`src/rtl/occupancy_counter_pkg.sv`:
```
// Shared definitions for the client-queue occupancy datapath.
package occ_counter_pkg;

  // Widest counter this package's helpers support.
  localparam int unsigned LIMIT_W = 32;

  // Net event decoded from the entry/exit sensors in one cycle.
  typedef enum logic [1:0] {
    HOLD = 2'd0,
    INC  = 2'd1,
    DEC  = 2'd2
  } occ_event_e;

  // A runtime limit of 0 selects the full counter range (all ones at width).
  function automatic logic [LIMIT_W-1:0] eff_limit(input logic [LIMIT_W-1:0] limit,
                                                   input int unsigned        width);
    logic [LIMIT_W-1:0] ones;
    if (width >= LIMIT_W) ones = '1;
    else                  ones = (LIMIT_W'(1) << width) - LIMIT_W'(1);
    return (limit == '0) ? ones : limit;
  endfunction

  // Simultaneous entry and exit cancel out.
  function automatic occ_event_e decode_event(input logic inc, input logic dec);
    if (inc && !dec) return INC;
    if (dec && !inc) return DEC;
    return HOLD;
  endfunction

endpackage

```
`src/rtl/occupancy_counter_if.sv`:
```
// Control and status bundle between sensor logic, the counter and queue control.
interface occupancy_counter_if #(
  parameter int unsigned WIDTH = 4
);
  logic             clear;
  logic             load;
  logic [WIDTH-1:0] load_value;
  logic [WIDTH-1:0] limit;
  logic             up;
  logic             down;
  logic             err_clr;
  logic [WIDTH-1:0] count;
  logic             empty;
  logic             full;
  logic             almost_full;
  logic             overflow_err;
  logic             underflow_err;
  logic             changed;

  modport master (
    output clear, load, load_value, limit, up, down, err_clr,
    input  count, empty, full, almost_full, overflow_err, underflow_err, changed
  );

  modport slave (
    input  clear, load, load_value, limit, up, down, err_clr,
    output count, empty, full, almost_full, overflow_err, underflow_err, changed
  );
endinterface

```
`src/rtl/occupancy_counter_edge_detect.sv`:
```
// 1-bit rising-edge detector with a resettable history bit.
module edge_detect #(
  parameter logic RESET_VAL = 1'b1
) (
  input  logic clk,
  input  logic reset_n,
  input  logic d,
  output logic rise
);
  logic d_q;

  // History register; reset value of 1 masks levels held through reset.
  always_ff @(posedge clk) begin
    if (!reset_n) d_q <= RESET_VAL;
    else          d_q <= d;
  end

  assign rise = d & ~d_q;
endmodule

```
`src/rtl/occupancy_counter.sv`:
```
// Saturating up/down occupancy counter with runtime limit, status and sticky errors.
module occupancy_counter
  import occ_counter_pkg::*;
#(
  parameter int unsigned WIDTH         = 4,
  parameter int unsigned ALMOST_MARGIN = 2,
  parameter int unsigned EDGE_MODE     = 0
) (
  input  logic               clk,
  input  logic               reset_n,
  occupancy_counter_if.slave bus
);
  localparam int unsigned CMP_W = LIMIT_W + 1;

  logic [WIDTH-1:0] count_q, count_nxt;
  logic             ovf_q, unf_q, changed_q;
  logic             ovf_set, unf_set;
  logic             inc, dec;
  logic [WIDTH-1:0] eff;
  logic [CMP_W-1:0] eff_ext, margin_ext, thresh_ext;
  occ_event_e       ev;

  // Event qualification: raw strobes or rising edges only.
  generate
    if (EDGE_MODE == 1) begin : g_edge
      edge_detect #(.RESET_VAL(1'b1)) u_up_edge (
        .clk(clk), .reset_n(reset_n), .d(bus.up), .rise(inc)
      );
      edge_detect #(.RESET_VAL(1'b1)) u_down_edge (
        .clk(clk), .reset_n(reset_n), .d(bus.down), .rise(dec)
      );
    end else begin : g_level
      assign inc = bus.up;
      assign dec = bus.down;
    end
  endgenerate

  assign eff = WIDTH'(eff_limit(LIMIT_W'(bus.limit), WIDTH));
  assign ev  = decode_event(inc, dec);

  // Almost-full threshold, floored at zero when the margin exceeds the limit.
  assign eff_ext    = CMP_W'(eff);
  assign margin_ext = CMP_W'(ALMOST_MARGIN);
  assign thresh_ext = (eff_ext > margin_ext) ? (eff_ext - margin_ext) : '0;

  // Next count and error-set decisions; clear beats load beats events.
  always_comb begin
    count_nxt = count_q;
    ovf_set   = 1'b0;
    unf_set   = 1'b0;
    if (bus.clear) begin
      count_nxt = '0;
    end else if (bus.load) begin
      if (bus.load_value <= eff) begin
        count_nxt = bus.load_value;
      end else begin
        count_nxt = eff;
        ovf_set   = 1'b1;
      end
    end else begin
      case (ev)
        INC: begin
          if (count_q < eff) count_nxt = count_q + WIDTH'(1);
          else               ovf_set   = 1'b1;
        end
        DEC: begin
          if (count_q != '0) count_nxt = count_q - WIDTH'(1);
          else               unf_set   = 1'b1;
        end
        default: count_nxt = count_q;
      endcase
    end
  end

  // State registers; a new error in the err_clr cycle keeps its flag set.
  always_ff @(posedge clk) begin
    if (!reset_n) begin
      count_q   <= '0;
      ovf_q     <= 1'b0;
      unf_q     <= 1'b0;
      changed_q <= 1'b0;
    end else begin
      count_q   <= count_nxt;
      ovf_q     <= (ovf_q & ~bus.err_clr) | ovf_set;
      unf_q     <= (unf_q & ~bus.err_clr) | unf_set;
      changed_q <= (count_nxt != count_q);
    end
  end

  assign bus.count         = count_q;
  assign bus.empty         = (count_q == '0);
  assign bus.full          = (count_q >= eff);
  assign bus.almost_full   = (CMP_W'(count_q) >= thresh_ext);
  assign bus.overflow_err  = ovf_q;
  assign bus.underflow_err = unf_q;
  assign bus.changed       = changed_q;
endmodule

```
`src/flat_wrapper.sv`:
```
// flat-port wrapper written by rule: the top's interface ports become plain ports
module occupancy_counter_flat import occ_counter_pkg::*;
#(
  parameter int unsigned WIDTH         = 4,
  parameter int unsigned ALMOST_MARGIN = 2,
  parameter int unsigned EDGE_MODE     = 0
)
  (clk, reset_n, bus_clear, bus_load, bus_load_value, bus_limit, bus_up, bus_down, bus_err_clr, bus_count, bus_empty, bus_full, bus_almost_full, bus_overflow_err, bus_underflow_err, bus_changed);
  occupancy_counter_if #(.WIDTH(WIDTH)) bus_i ();
  input  logic clk;
  input  logic reset_n;
  input wire logic [$bits(bus_i.clear)-1:0] bus_clear;
  input wire logic [$bits(bus_i.load)-1:0] bus_load;
  input wire logic [$bits(bus_i.load_value)-1:0] bus_load_value;
  input wire logic [$bits(bus_i.limit)-1:0] bus_limit;
  input wire logic [$bits(bus_i.up)-1:0] bus_up;
  input wire logic [$bits(bus_i.down)-1:0] bus_down;
  input wire logic [$bits(bus_i.err_clr)-1:0] bus_err_clr;
  output wire logic [$bits(bus_i.count)-1:0] bus_count;
  output wire logic [$bits(bus_i.empty)-1:0] bus_empty;
  output wire logic [$bits(bus_i.full)-1:0] bus_full;
  output wire logic [$bits(bus_i.almost_full)-1:0] bus_almost_full;
  output wire logic [$bits(bus_i.overflow_err)-1:0] bus_overflow_err;
  output wire logic [$bits(bus_i.underflow_err)-1:0] bus_underflow_err;
  output wire logic [$bits(bus_i.changed)-1:0] bus_changed;
  assign bus_i.clear = bus_clear;
  assign bus_i.load = bus_load;
  assign bus_i.load_value = bus_load_value;
  assign bus_i.limit = bus_limit;
  assign bus_i.up = bus_up;
  assign bus_i.down = bus_down;
  assign bus_i.err_clr = bus_err_clr;
  assign bus_count = bus_i.count;
  assign bus_empty = bus_i.empty;
  assign bus_full = bus_i.full;
  assign bus_almost_full = bus_i.almost_full;
  assign bus_overflow_err = bus_i.overflow_err;
  assign bus_underflow_err = bus_i.underflow_err;
  assign bus_changed = bus_i.changed;
  occupancy_counter #(.WIDTH(WIDTH), .ALMOST_MARGIN(ALMOST_MARGIN), .EDGE_MODE(EDGE_MODE)) u_core (.clk(clk), .reset_n(reset_n), .bus(bus_i));
endmodule
```
`config.mk`:
```
export PLATFORM = sky130hd
export DESIGN_NAME = occupancy_counter_flat
export DESIGN_NICKNAME = d
export VERILOG_FILES = /design/src/rtl/occupancy_counter_pkg.sv /design/src/rtl/occupancy_counter_if.sv /design/src/rtl/occupancy_counter_edge_detect.sv /design/src/rtl/occupancy_counter.sv /design/src/flat_wrapper.sv
export SDC_FILE = /design/constraint.sdc
export NUM_CORES = 1
export LEC_CHECK = 0
export CAP_MARGIN = 20
export CORE_MARGIN = 4
export CORE_UTILIZATION = 50
export DETAILED_ROUTE_END_ITERATION = 7
export GPL_ROUTABILITY_DRIVEN = 0
export PLACE_DENSITY = 0.77
export SKIP_CTS_REPAIR_TIMING = 1
export SYNTH_ARGS = -nofsm -noshare
export SYNTH_HDL_FRONTEND = slang
export SYNTH_SLANG_ARGS = --single-unit
```
`constraint.sdc`:
```
create_clock -name clk -period 5.17 [get_ports clk]
set_input_delay 0.517 -clock clk [delete_from_list [all_inputs] [get_ports clk]]
set_output_delay 0.517 -clock clk [all_outputs]
set_load 0.02 [all_outputs]
```
; Word-level counts from Yosys, hierarchy flattened
; Cells that the tools add are included.
[totals]
inputBits = 15
mem_bits_rw = 0
latch_bits = 0
memories = 0
register_bits = 7
rom_bits = 0
[classes]
mul = 0
add_sub_neg = 3
n_eq_ne = 3
n_mux = 24
n_bitwise = 5
n_shift = 0
n_reduce_logical = 7
div_mod_pow = 0
n_lt_le_gt_ge = 5
[op_table]
columns = operator, n
row1 = $ge 4x33->1, 1
row2 = $mux 33, 1
row3 = $mux 4, 6
row4 = $mux 1, 12
row5 = $logic_not 4->1, 2
row6 = $mux 2, 4
row7 = $pmux 4 s2, 1
row8 = $sub 4x2->5 const B, 1
row9 = $add 4x1->4 const B, 1
row10 = $ge 4x4->1, 1
row11 = $gt 4x2->1 const B, 1
row12 = $le 4x4->1, 1
row13 = $lt 4x4->1, 1
row14 = $ne 4x4->1, 1
row15 = $reduce_bool 4->1, 1
row16 = $sub 4x1->4 const B, 1
row17 = $and 1x1->1, 2
row18 = $eq 2x1->1 const B, 1
row19 = $eq 2x2->1 const B, 1
row20 = $logic_and 1x1->1, 2
row21 = $logic_not 1->1, 2
row22 = $or 1x1->1, 2
row23 = $not 1->1, 1

; Longest topological paths before layout
; Gate-level depths: netlist (run 1).
[depth]
ltp_word = 11
mapped_depth = 13
ltp_nobuf = 12

; Worst setup path after synthesis (run 1)
; OpenSTA, ideal clock, no wires.
[synth_timing]
path_kind = input to register
from = input bus_limit[2]
to = register u_core.changed_q (netlist: u_core.bus.changed)
setup_slack_ns = 1.950
setup_ns = 0.134
required_ns = 5.036
t_arrival_ns = 3.086
stages = 13
cell_sequence = clkbuf_1 or2_2 nor2_1 nor2_1 ha_1 nand2_1 o311a_1 a211oi_2 o32ai_4 mux2_1 a22o_1 xnor2_1 a41oi_2
[synth_between]
elab_chain_cells = 8
word_cells_on_any_way = 10
[synth_rtl]
columns = element, line
row1 = "start, declared", flat_wrapper.sv:15  ; input wire logic [$bits(bus_i.limit)-1:0] bus_limit;
row2 = $logic_not 4->1, occupancy_counter_pkg.sv:20  ; return (limit == '0) ? ones : limit;
row3 = $mux 4 (*), occupancy_counter_pkg.sv:20
row4 = $lt 4x4->1, occupancy_counter.sv:63  ; if (count_q < eff) count_nxt = count_q + WIDTH'(1);
row5 = $mux 4, occupancy_counter.sv:63
row6 = $pmux 4 s2, occupancy_counter.sv:61  ; case (ev)
row7 = $mux 4 (*), occupancy_counter.sv:53  ; end else if (bus.load) begin
row8 = $mux 4 (*), occupancy_counter.sv:51  ; if (bus.clear) begin
row9 = $ne 4x4->1 (*), occupancy_counter.sv:86  ; changed_q <= (count_nxt != count_q);
row10 = "end signal, assigned", occupancy_counter.sv:86
row11 = "end, declared", occupancy_counter.sv:16  ; logic ovf_q, unf_q, changed_q;
; Mark *: on every way between the ends. The rest lies on a longest branch, timed or not.
; A chain may end at the register's enable or synchronous reset.

; Worst setup path in the final report (run 1)
[layout_timing]
from = input bus_limit[1]
to = output bus_almost_full
[layout_between]
elab_chain_cells = 5
word_cells_on_any_way = 6
[layout_rtl]
columns = element, line
row1 = $logic_not 4->1, occupancy_counter_pkg.sv:20
row2 = $mux 4 (*), occupancy_counter_pkg.sv:20
row3 = $sub 4x2->5 / $gt 4x2->1 (equally long branches), occupancy_counter.sv:44  ; assign thresh_ext = (eff_ext > margin_ext) ? (eff_ext - margin_ext) : '0;
row4 = $mux 33 (*), occupancy_counter.sv:44
row5 = $ge 4x33->1 (*), occupancy_counter.sv:93  ; assign bus.almost_full = (CMP_W'(count_q) >= thresh_ext);
row6 = "end, declared", flat_wrapper.sv:22  ; output wire logic [$bits(bus_i.almost_full)-1:0] bus_almost_full;
; Marks and branches as above.

==> results.py, run 1 <==
metrics = {
    "drt": {
        "routed_via_density": 6.168,
        "drc_errors": 0,
        "dr.pass1.iters": 4,
        "wl_per_cell_um": 15.73,
        "vias": 1283,
        "drtAntennaViolNets": 0,
        "wirelength_mm": 3.271,
        "drtIter0Drc": 45,
    },
    "worst_setup_path": {
        "r2r_cells": 9,
        "cp_top_family": "buffers and inverters",
        "slowest_delay_ns": 0.65,
        "slowest_stage": "clkdlybuf4s50_1",
        "endpoint_kind": "output pin",
        "crit_cells": 13,
        "worstPathCellList": "clkdlybuf4s50_1 > or2_2 > nor2_1 > nor2_1 > ha_1 > nor2b_1 > ha_1 > nand2b_1 > a21o_1 > a21o_1 > a21oi_1 > a31oi_1 > clkdlybuf4s50_1",
        "critical_path_buf_inv_count": 2,
        "crit_required_ns": 4.65,
        "worstPathMaxFanout": 9,
        "critPathKind": "input port to output pin",
        "worstPathArrival_ns": 3.61,
        "start_kind": "input port",
    },
    "clocking": {
        "cts_buffer_depth": 2,
        "cts_buffers": 3,
        "h-tree-depth": 1,
        "clk_latency_ns": 0.25,
        "clk_pin_slew_ns": 0.05,
        "clkSinkCount": 7,
        "cts_root_buffer": "clkbuf_4",
        "cts_tree": "yes",
    },
    "grt": {
        "grt_usage_pct": 20.53,
        "grt_pass1_wl_mm": 5.485,
        "antenna_found_initial": 0,
        "grt_pass1_vias": 1253,
        "overflow": 0,
        "grt_max_degree": 13,
    },
    "run_status": {
        "status": "finished, final reports clean",
    },
    "synthesis": {
        "synth_seq_cells": 7,
        "yosysMostFrequentCell": "nor2_1",
        "syn_inst": 156,
        "ys.flop_type": "dfxtp_1",
        "synth_edf_count": 0,
        "netlist_area_um2": 1196,
        "yosysSeqAreaShare_pct": 11.72,
        "synth_top_area_share_pct": 13.60,
        "ys_types": 50,
        "yosys_warnings": 0,
        "yosysTopAreaCell": "ha_1",
        "avgSynthCellArea_um2": 7.668,
        "syn_nets": 184,
        "synth_common_cells": "17 x nor2_1, 13 x ha_1, 13 x inv_1",
        "synth_area_leaders": "ha_1 14%, dfxtp_1 12%, nor2_1 5.3%",
        "ys_async_sr_fraction_pct": 0,
    },
    "power": {
        "ir_drop_uv": 151.3,
        "pwr_density_cell_nw_per_um2": 168.5,
        "combPwrFrac_pct": 54.8,
        "power_uw": 249.9,
        "swShare_pct": 39.58,
        "internal_power_uw": 151.0,
        "p_seq_share_pct": 25.5,
        "p_clk_share_pct": 19.7,
        "p_leak_nw": 0.6005,
        "p_sw_uw": 98.91,
    },
    "run": {
        "drv_cap": 0,
    },
    "placement": {
        "io_buffers": 24,
        "hpwlAfterDp_mm": 2.683,
        "place_inst": 204,
        "place_area_um2": 1456,
    },
    "sta": {
        "setup_tns_ns": 0,
        "fmax_ghz": 0.2426,
        "hold_viol": 0,
        "period_minus_slack_ns": 4.123,
        "finalSetupViolCount": 0,
        "worst_slew_margin_rel_pct": 51.40,
        "rsz0062_at_grt": "no",
        "post-route-period-util_pct": 79.74,
        "tightestPinTransition_ns": 0.7275,
        "slew_violations": 0,
        "worst_clock_skew_ns": 0.003003,
    },
    "floorplan": {
        "start_util_pct": 53.05,
        "die_area_um2": 3239,
        "rows": 17,
        "ios": 25,
        "die_w_um": 56.91,
        "die_h_um": 56.91,
        "fp.coreArea_um2": 2255,
    },
    "hold_path": {
        "worstHoldPathCells": 2,
        "worstHoldPathType": "flop to flop",
    },
    "layout": {
        "final_cell_area_um2": 1483,
        "drive_gt1_share_pct": 7.222,
        "diodes": 0,
        "final_core_util_pct": 65.76,
        "synthToLayoutAreaGrowth_pct": 23.95,
        "final_cells": 208,
        "nets": 209,
    },
}
[power by group through the flow]
stage | Combinational, mW | Sequential [mW] | Clock, mW
6_report | 0.137 | 0.0637 | 0.0493
5_1_grt | 0.150 | 0.0643 | 0.0526
4_1_cts | 0.136 | 0.0635 | 0.0510
3_5_place_dp | 0.136 | 0.0643 | 0
3_3_place_gp | 0.132 | 0.0644 | 0
2_1_floorplan | 0.0876 | 0.0660 | 0
[worst reg2reg max path, stage by stage, from the launching register on]
cell and delay (ns):
dfxtp_1 0.44, inv_1 0.19, ha_1 0.24, nor3b_1 0.63, o21ai_0 0.17, a221o_1 0.35
a22oi_1 0.20, o32ai_1 0.16, xnor2_1 0.21, a41oi_2 0.11
[layout by cell type, fill, tap and decap left out, drive strengths merged, types with 4 or more instances in the layout]
cell type	instances
dfxtp	7
ha	13
nor2	17
nor3	8
clkbuf	4
nand2b	6
nor2b	6
a21oi	7
nand2	11
inv	13
xnor2	4
clkdlybuf4s50	24
and2	4
[final cells by class]
class,instances,area [µm²]
Multi-Input combinational cell,132,992.2
Fill cell,208,772.0
Timing Repair Buffer,24,240.2
Sequential cell,7,140.1
Inverter,13,48.80
Tap cell,28,35.03
Clock buffer,4,26.28
[metrics by stage]
step	setup slack, ns	hold WS, ns
final	1.047	0.4987
after detailed placement	1.073	0.4925
after CTS	1.055	0.5043
after global routing	0.8185	0.5254
after global placement	1.114	0.4821
after floorplan	1.950	0.5954
[per-layer routing]
metal / GRT usage [%] / up-vias / wire length (µm)
met4: 8.278 / 0 / 21
met1: 27.07 / 608 / 1454
li1: - / 635 / -
met3: 1.149 / 4 / 156
met2: 34.58 / 36 / 1639
met5: 0 / - / 0
[registers in the layout, indices dropped and copies added, names as in the netlist]
register,flops
u_core.bus.changed,1
u_core.bus.count,4
u_core.bus.overflow_err,1
u_core.bus.underflow_err,1
[cells by family (layout without fill, tap and decap cells)]
kind of cell | after synthesis | count (layout) | synth area share [%]
and+or+nand+nor | 67 | 67 | 30.96
AOI/OAI and AO/OA | 42 | 42 | 30.44
buffers and inverters | 17 | 41 | 5.335
adders and majority gates | 13 | 13 | 13.60
DFF | 7 | 7 | 11.72
xor gates and xnor gates | 6 | 6 | 4.393
muxes | 4 | 4 | 3.556
[worst paths after layout]
check | startpoint | endpoint | slack, ns
hold reg to reg | u_core.bus.underflow_err | u_core.bus.underflow_err | 0.50
hold / removal | u_core.bus.underflow_err | u_core.bus.underflow_err | 0.50
setup / recovery | bus_limit[1] | bus_almost_full | 1.05
setup reg to reg | u_core.bus.count[1] | u_core.bus.changed | 2.36
No activity file was read; power rests on OpenSTA's default activity.
==> run 2: changes to the inputs <==
==> constraint.sdc (replaced) <==
create_clock -name clk -period 3.9 [get_ports clk]
set_input_delay 0.39 -clock clk [delete_from_list [all_inputs] [get_ports clk]]
set_output_delay 0.39 -clock clk [all_outputs]
set_load 0.02 [all_outputs]
==> run 2 against run 1 <==
Routed wire length decreased by 2.2%. Flip-flop and latch count unchanged. Combinational power increased by 34%. Largest power group unchanged.
==> results.py, run 2 (synthesis results as in run 1) <==
metrics = {
    "worst_setup_path": {
        "crit_required_ns": 3.51,
        "critPathKind": "input port to output pin",
        "worstPathMaxFanout": 5,
        "endpoint_kind": "output pin",
        "start_kind": "input port",
        "worstPathArrival_ns": 3.23,
    },
    "floorplan": {
        "die_w_um": 56.91,
        "ios": 25,
        "die_h_um": 56.91,
        "rows": 17,
        "start_util_pct": 53.05,
        "fp.coreArea_um2": 2255,
        "die_area_um2": 3239,
    },
    "grt": {
        "grt_max_degree": 13,
        "antenna_found_initial": 0,
        "grt_pass1_wl_mm": 5.602,
        "grt_usage_pct": 21.12,
        "overflow": 0,
        "grt_pass1_vias": 1263,
    },
    "placement": {
        "place_inst": 207,
        "io_buffers": 24,
        "hpwlAfterDp_mm": 2.630,
    },
    "sta": {
        "worst_slew_margin_rel_pct": 51.59,
        "fmax_ghz": 0.2765,
        "setup_tns_ns": 0,
        "post-route-period-util_pct": 92.74,
        "slew_violations": 0,
        "tightestPinTransition_ns": 0.7245,
        "rsz0062_at_grt": "no",
        "period_minus_slack_ns": 3.617,
        "hold_viol": 0,
        "worst_clock_skew_ns": 0.001477,
        "finalSetupViolCount": 0,
    },
    "layout": {
        "nFillCells": 205,
        "layout_commonest_cell": "clkdlybuf4s50_1",
        "largest_register_ffs": 4,
        "synthToLayoutAreaGrowth_pct": 25.84,
        "drive_gt1_share_pct": 8.743,
        "nets": 212,
        "final_cell_mix": "24 x clkdlybuf4s50_1, 17 x nor2_1, 13 x inv_1, 13 x ha_1, 11 x nand2_1",
        "diodes": 0,
        "final_cells": 211,
    },
    "drt": {
        "vias": 1294,
        "drc_errors": 0,
        "wirelength_mm": 3.198,
        "wl_per_cell_um": 15.16,
        "dr.pass1.iters": 4,
        "drtAntennaViolNets": 0,
        "drtIter0Drc": 41,
        "routed_via_density": 6.133,
    },
    "clocking": {
        "clkSinkCount": 7,
        "cts_buffer_depth": 2,
        "h-tree-depth": 1,
        "cts_root_buffer": "clkbuf_4",
        "clk_pin_slew_ns": 0.05,
        "clk_latency_ns": 0.24,
        "cts_buffers": 3,
        "cts_tree": "yes",
    },
    "power": {
        "pwr_density_cell_nw_per_um2": 218.6,
        "ir_drop_uv": 226.8,
        "p_leak_nw": 0.6148,
    },
    "run_status": {
        "status": "finished, final reports clean",
    },
    "hold_path": {
        "worstHoldPathType": "flop to flop",
    },
    "run": {
        "drv_cap": 0,
    },
}
[run 2: cell types whose count changed in the layout (fill, tap and decap cells not counted)]
| cell | change |
|---|---|
| buf_4 | +3 |
[run 2: worst max-delay path: stages]
cell and delay, ns:
clkdlybuf4s50_1 0.41, or2_2 0.34, o21bai_1 0.22, ha_1 0.20
nor2b_1 0.29, o221ai_1 0.24, a221oi_2 0.48, nand2_1 0.10
clkdlybuf4s50_1 0.55
[run 2: area by class of cell]
cell class / instances / area, µm² / area share (%)
clock buffer: 4 / 26.28 / 1.746
inverter: 13 / 48.80 / 3.242
multi-input combinational: 132 / 992.2 / 65.92
sequential: 7 / 140.1 / 9.310
tap: 28 / 35.03 / 2.328
timing repair buffer: 27 / 262.8 / 17.46
[run 2: layer usage]
metal  vias up  share of wire, %  track usage, %
met5         -                 0               0
met1       621                43           26.19
met2        33                52           38.01
li1        636                 -               -
met3         4               3.7           1.149
met4         0              0.78           7.616
[run 2: where the power goes]
| group | internal [mW] | switching, mW |
|---|---|---|
| Combinational | 0.0868 | 0.0959 |
| Sequential | 0.0764 | 0.00779 |
| Clock | 0.0388 | 0.0233 |
[run 2: final timing paths]
kind | startpoint | endpoint | slack [ns] | cells past startpoint
setup / recovery | bus_limit[1] | bus_full | 0.28 | 9
hold / removal | u_core.bus.underflow_err | u_core.bus.underflow_err | 0.52 | 2
setup reg to reg | u_core.bus.count[0] | u_core.bus.changed | 0.97 | 10
hold reg to reg | u_core.bus.underflow_err | u_core.bus.underflow_err | 0.52 | 2
[run 2: stage by stage]
step | instance area [µm²] | hold slack, ns | worst slack, ns | total power [mW] | utilization [%]
2_1_floorplan | 1196 | 0.5117 | 0.8070 | 0.2036 | -
3_3_place_gp | 1479 | 0.4819 | 0.3177 | 0.2620 | 65.59
3_5_place_dp | 1479 | 0.5042 | 0.2278 | 0.2666 | 65.59
4_1_cts | 1505 | 0.5248 | 0.2962 | 0.3327 | 66.76
5_1_grt | 1505 | 0.5771 | 0.1004 | 0.3585 | 66.76
6_report | 1505 | 0.5180 | 0.2833 | 0.3290 | 66.76
